==> src/rtl/fifo_wr_arb_pkg.sv <==
// fifo_wr_arb_pkg: shared FIFO defaults, arbiter state encoding and clog2 helper.
package fifo_wr_arb_pkg;
    localparam int FIFO_DSIZE = 8;
    localparam int FIFO_ASIZE = 4;
    typedef enum logic {ST_IDLE = 1'b0, ST_BURST = 1'b1} state_t;
    function automatic int clog2(input int v);
        int r;
        r = 0;
        while ((1 << r) < v) r++;
        return r;
    endfunction
endpackage

==> src/rtl/fifo_wr_arb_rr_pick.sv <==
// rr_pick: combinational round-robin search starting just after the last winner.
module rr_pick
    import fifo_wr_arb_pkg::*;
#(
    parameter int NREQ = 4,
    parameter int IW = clog2(NREQ)
) (
    input  logic [NREQ-1:0] req,
    input  logic [IW-1:0]   last,
    output logic [IW-1:0]   pick,
    output logic            any_req
);
    logic [IW-1:0] idx;
    // Walk from farthest to nearest so the nearest set request wins.
    always_comb begin
        pick = '0;
        idx = '0;
        for (int k = NREQ; k >= 1; k--) begin
            idx = IW'((int'(last) + k) % NREQ);
            if (req[idx]) pick = idx;
        end
    end
    assign any_req = |req;
endmodule

==> src/rtl/fifo_wr_arb.sv <==
// fifo_wr_arb: round-robin, burst-bounded scheduler sharing the FIFO write port.
module fifo_wr_arb
    import fifo_wr_arb_pkg::*;
#(
    parameter int DSIZE = FIFO_DSIZE,
    parameter int NREQ = 4,
    parameter int MAXBURST = 4
) (
    input  logic                  wclk,
    input  logic                  wrst,
    input  logic [NREQ-1:0]       req,
    input  logic [NREQ*DSIZE-1:0] req_data,
    input  logic                  wfull,
    output logic [NREQ-1:0]       ack,
    output logic [NREQ-1:0]       gnt,
    output logic                  winc,
    output logic [DSIZE-1:0]      wdata,
    output logic                  busy
);
    localparam int IW = clog2(NREQ);
    localparam int BW = clog2(MAXBURST + 1);
    state_t state, state_nxt;
    logic [IW-1:0] owner, last, pick;
    logic [BW-1:0] bcnt;
    logic any_req;
    logic [DSIZE-1:0] slices [NREQ];
    for (genvar i = 0; i < NREQ; i++) begin : g_slice
        assign slices[i] = req_data[i*DSIZE +: DSIZE];
    end
    rr_pick #(.NREQ(NREQ), .IW(IW)) u_pick (
        .req(req),
        .last(last),
        .pick(pick),
        .any_req(any_req)
    );
    // winc is combinational on wfull so a full FIFO blocks the write in the same cycle.
    always_comb begin
        state_nxt = state;
        busy = state == ST_BURST;
        gnt = '0;
        ack = '0;
        winc = 1'b0;
        wdata = '0;
        if (busy) begin
            gnt[owner] = 1'b1;
            wdata = slices[owner];
            winc = req[owner] & ~wfull;
            ack[owner] = winc;
            if (!req[owner] || (winc && bcnt == BW'(MAXBURST - 1))) state_nxt = ST_IDLE;
        end else if (any_req) begin
            state_nxt = ST_BURST;
        end
    end
    always_ff @(posedge wclk or posedge wrst) begin
        if (wrst) begin
            state <= ST_IDLE;
            owner <= '0;
            last <= IW'(NREQ - 1);
            bcnt <= '0;
        end else begin
            state <= state_nxt;
            if (state == ST_IDLE && any_req) begin
                owner <= pick;
                last <= pick;
                bcnt <= '0;
            end else if (winc) begin
                bcnt <= bcnt + 1'b1;
            end
        end
    end
endmodule

==> config.mk <==
export PLATFORM = sky130hd
export DESIGN_NAME = fifo_wr_arb
export DESIGN_NICKNAME = d
export VERILOG_FILES = /design/src/rtl/fifo_wr_arb_pkg.sv /design/src/rtl/fifo_wr_arb_rr_pick.sv /design/src/rtl/fifo_wr_arb.sv
export SDC_FILE = /design/constraint.sdc
export NUM_CORES = 1
export LEC_CHECK = 0
export CAP_MARGIN = 40
export CELL_PAD_IN_SITES_DETAIL_PLACEMENT = 2
export CELL_PAD_IN_SITES_GLOBAL_PLACEMENT = 2
export CORE_UTILIZATION = 21
export DETAILED_ROUTE_END_ITERATION = 10
export PLACE_DENSITY_LB_ADDON = 0.25
export SYNTH_ARGS = -nofsm -noshare
export SYNTH_HDL_FRONTEND = slang
export SYNTH_HIERARCHICAL = 1
export SYNTH_SLANG_ARGS = --single-unit
==> constraint.sdc <==
create_clock -name wclk -period 3.48 [get_ports wclk]
set_input_delay 0.522 -clock wclk [delete_from_list [all_inputs] [get_ports wclk]]
set_output_delay 0.522 -clock wclk [all_outputs]
set_load 0.01 [all_outputs]
### Word level (Yosys, flattened, before mapping)

Index checks and enable logic that the tools add are counted.

* bits in registers: 8
* input port bits: 39
* output and inout port bits: 18
* logic and storage cells: 57

* add/subtract/negate cells: 5
* magnitude comparators: 7
* eq/ne operators: 1
* mux-type cells: 28
* bitwise operators: 5
* reduce and logical (&&, ||, !) cells: 7

Operator list (number)
* $mux W8: 3
* $bmux W8 S2: 1
* $lt A2 B3 Y1 const B: 5
* $bmux W1 S2: 5
* $mux W1: 10
* $mux W2: 4
* $mux W4: 2
* $mux W3: 2
* $add A2 B1 Y2 const B: 2
* $add A2 B2 Y2 const B: 2
* $and A4 B4 Y4: 1
* $reduce_or A4 Y1: 1
* $add A3 B1 Y3 const B: 1
* $eq A3 B2 Y1 const B: 1
* $ge A3 B3 Y1 const B: 1
* $logic_and A1 B1 Y1: 3
* $not A2 Y3: 1
* $demux W1 S2: 1
* $ge A2 B1 Y1 const B: 1
* $not A1 Y1: 2
* $reduce_bool A2 Y1: 1
* $and A1 B1 Y1: 1
* $logic_not A1 Y1: 1
* $logic_or A1 B1 Y1: 1

### Depth between registers and ports, before layout

* depth after elaboration: 7
* gate-level depth with buffers: 5
* mapped depth without buffers: 5

### Modules after synthesis

Netlist, hierarchy kept.

By module, submodules not included
* fifo_wr_arb: times used 1, cells an instance 76, area each 788.3 um^2, sequential area each 202.7 um^2
* rr_pick: times used 1, cells an instance 14, area each 91.3 um^2, sequential area each 0.0 um^2

### Worst setup path after synthesis

Ideal clock, no wire load.

* path kind: register -> output
* start: register owner[1]
* end: output ack[0]
* arrival time: 1.298 ns
* required time: 2.958 ns
* setup slack: 1.660 ns
* stages on the path, launching flop included: 5
* buffers on the path: 2
* path through: dfrtp_1 -> buf_2 -> buf_2 -> nor3b_1 -> nor2b_1

* cells in the longest elaborated chain, start to end: 6
* elaborated cells on any way between the ends: 10
* classes of those cells: order compare (2); mux (5); bitwise (2); reduce/logical (1)

Ends and longest elaborated chain
* start, declared: line fifo_wr_arb.sv:23 `logic [IW-1:0] owner, last, pick;`
* start signal, assigned: line fifo_wr_arb.sv:63 `owner <= pick;`
* $lt A2 B3 Y1 (implied by the code) / $ge A2 B1 Y1 (equally long branches): line fifo_wr_arb.sv:48 `ack[owner] = winc;`
* $logic_and A1 B1 Y1 (implied by the code): line fifo_wr_arb.sv:48
* $mux W1 (implied by the code): line fifo_wr_arb.sv:48
* $demux W1 S2: line fifo_wr_arb.sv:48
* $and A4 B4 Y4 (no source line) (*)
* $mux W4 (*): line fifo_wr_arb.sv:44 `if (busy) begin`
* end, declared: line fifo_wr_arb.sv:14 `output logic [NREQ-1:0] ack,`

Mark *: on every way between the ends. The rest lies on a longest branch, timed or not. The select of a mux whose other input is x is not followed.

### Worst setup path in the final report

* start: register owner[0]
* end: output winc

* cells in the longest elaborated chain, start to end: 4

Ends and longest elaborated chain
* $bmux W1 S2: line fifo_wr_arb.sv:47 `winc = req[owner] & ~wfull;`
* $mux W1 (implied by the code): line fifo_wr_arb.sv:47
* $and A1 B1 Y1: line fifo_wr_arb.sv:47
* $mux W1: line fifo_wr_arb.sv:44
* end, declared: line fifo_wr_arb.sv:16 `output logic winc,`

Every way passes these cells. The select of a mux whose other input is x is not followed.

==> out/qor.txt <==
Status = finished, final reports clean
Yosys top cell area share = 17.1%
Filler cell count in the final layout = 452
Finish-stage setup viols = 0
Slew margin rel. = 50.0%
Fin. max-slew vios = 0
Fin cells = 194
Mapped Area = 880 sq um
Fmax = 0.344 GHz
Hold WS = 493 ps
Crit. End Element = primary output
Dpl cells = 190
Clk root buf = clkbuf_8
Die width = 66.7 microns
Share of layout cells above drive strength 1 = 13.2%
Worst Hold End = last[0]
Overflow after GRT = 0
Syn_area_per_cell = 9.77 sq um
HPWL Detailed = 2.44 mm
Most common cell after layout, fill and taps aside = clkdlybuf4s50_1
Final Hold Viols = 0
CTS hold repair buffers = 0
Pwr/cell area = 652 nW/um^2
Via count = 899
Worst-path fanout max = 15
WP data required = 2960 ps
Die Ht = 66.7 microns
Core area = 4000 sq um
Top cells by area, synth = dfrtp_1 17%, mux4_2 13%, mux4_1 9.0%
Synth warnings = 6
Clock Path Buffers = 2
Cell count after synthesis = 90
Vias in the first global route = 964
Post-route DRC = 0
Drt wl/cell = 15.5 microns
Top_reg_cell synth = dfrtp_1
Reg2Reg Depth = 4
RSZ-0062 raised after global routing = false
Largest area contributor in the netlist = dfrtp_1
P_leak = 0.597 nW
Routed WL = 3.01 mm
First-pass GRT wire length = 4.62 mm
Die area = 4450 sq um
Starting Density = 22.0%
Reg clk slew, reported paths = 40 ps
Via/cell ratio = 4.63
Synth async-reset ratio = 100%
Max-cap violations = 0
Num CTS Buffers = 3
Least-Margin Pin Slew = 750 ps
Commonest cells after routing, fill and taps aside = 56 x clkdlybuf4s50_1, 14 x nand2_1, 8 x and2_1
Seq cells post-synth = 8
GRT Util Overall = 14.0%
Post-CTS Resized = 0
Max VDD drop = 408 uV
Final Cycle Share = 83.5%
Nets = 186
Overall power = 976 uW
Fin crit period = 2910 ps
H-tree Lvls = 1
Setup slack, reg-to-reg = 1630 ps
CP arrival = 2380 ps
I/O pin count = 57
Number of cells on the worst hold path = 2
Distinct cells, synth = 34
I/O Buffers = 56
Skew final = 5.23 ps
Startpoint types = flop
Inserted Diodes = 0
Final core utilization = 37.4%
Largest net degree at the start of global routing = 22
Number of synthesized flops with an enable pin = 0
Sequential element share of the synthesized area = 23.0%
Post-Syn Nets = 131
Final ANT Viol Nets = 0
Final Wtd Congestion = 0.692
Drt pass-1 iters = 2
Hold Path Class = reg -> reg
Launch point of the worst reg-to-reg path = owner[0]
Antenna violations before repair = 0
Setup TNS = 0 ps
WS Path Type = reg -> out
Area Growth Syn to Fin = 70.3%
Core Rows = 23
Post-CTS setup buffer count = 0
CTS sink cnt = 8
Drt first-iter violations = 19
Worst-Skew Late Latency = 230 ps
FF-to-FF End = bcnt[0]
CTS tree = yes
Hold path start = last[0]
==> state kept, by name, indices dropped and copies added, names as in the netlist <==
signal / flops
bcnt: 3
last: 2
owner: 2
busy: 1
==> layout make-up <==
| cell class | count | area, sq um | area share, % |
|---|---|---|---|
| clock buffer | 4 | 45.0 | 3.01 |
| inverter | 5 | 18.8 | 1.25 |
| tap | 50 | 62.6 | 4.18 |
| timing repair buffer | 56 | 561 | 37.4 |
| sequential | 8 | 203 | 13.5 |
| multi-input combinational | 71 | 608 | 40.6 |
==> synth_stat cells (2+ instances only) <==
cell	instances
nand2_1	14
and2_1	8
dfrtp_1	6
inv_1	5
mux4_2	5
nand2b_1	5
nor2_1	5
a21oi_1	4
nor2b_1	4
buf_2	3
mux4_1	3
and3_1	2
dfstp_2	2
ha_1	2
mux2i_1	2
o21ai_0	2
==> cells by family after synthesis <==
logic type | Yosys count | share of synthesized area (%)
and+or+nand+nor | 45 | 27.6
DFF | 8 | 23.0
muxes | 12 | 27.3
buffers and inverters | 11 | 7.82
AOI/OAI and AO/OA | 12 | 11.4
adders and majority gates | 2 | 2.84
==> power breakdown <==
group          internal [mW]  switching (mW)
clock                 0.0793          0.0357
sequential             0.139           0.129
combinational          0.383           0.209
total                  0.602           0.374
==> metrics by stage <==
| step | setup slack (ps) | cell area [sq um] |
|---|---|---|
| finish | 573 | 1500 |
| global route | 419 | 1500 |
| CTS | 519 | 1500 |
| detailed placement | 626 | 1450 |
| global placement | 704 | 1450 |
| floorplan | 1660 | 880 |
==> routing by layer <==
| layer | up-vias | global-route usage [%] | wire length (microns) |
|---|---|---|---|
| met5 | - | 0 | 0 |
| li1 | 425 | - | - |
| met1 | 435 | 15.5 | 1220 |
| met3 | 2 | 3.94 | 198 |
| met4 | 0 | 1.60 | 12 |
| met2 | 37 | 26.8 | 1570 |
==> worst max path at each step <==
stage | start | to | slack, ps
floorplan | owner[1] | ack[0] | 1660
global placement | req[1] | winc | 700
detailed placement | req[1] | ack[0] | 630
CTS | owner[0] | winc | 520
global route | owner[0] | winc | 420
finish | owner[0] | winc | 570
==> critical path, stage by stage (launching register included) <==
cell	delay [ps]
dfrtp_1	820
mux2i_2	430
a2bb2oi_4	210
nand2b_1	170
inv_1	60
clkdlybuf4s50_1	470
Note: power is estimated with default switching activity, not from simulation.
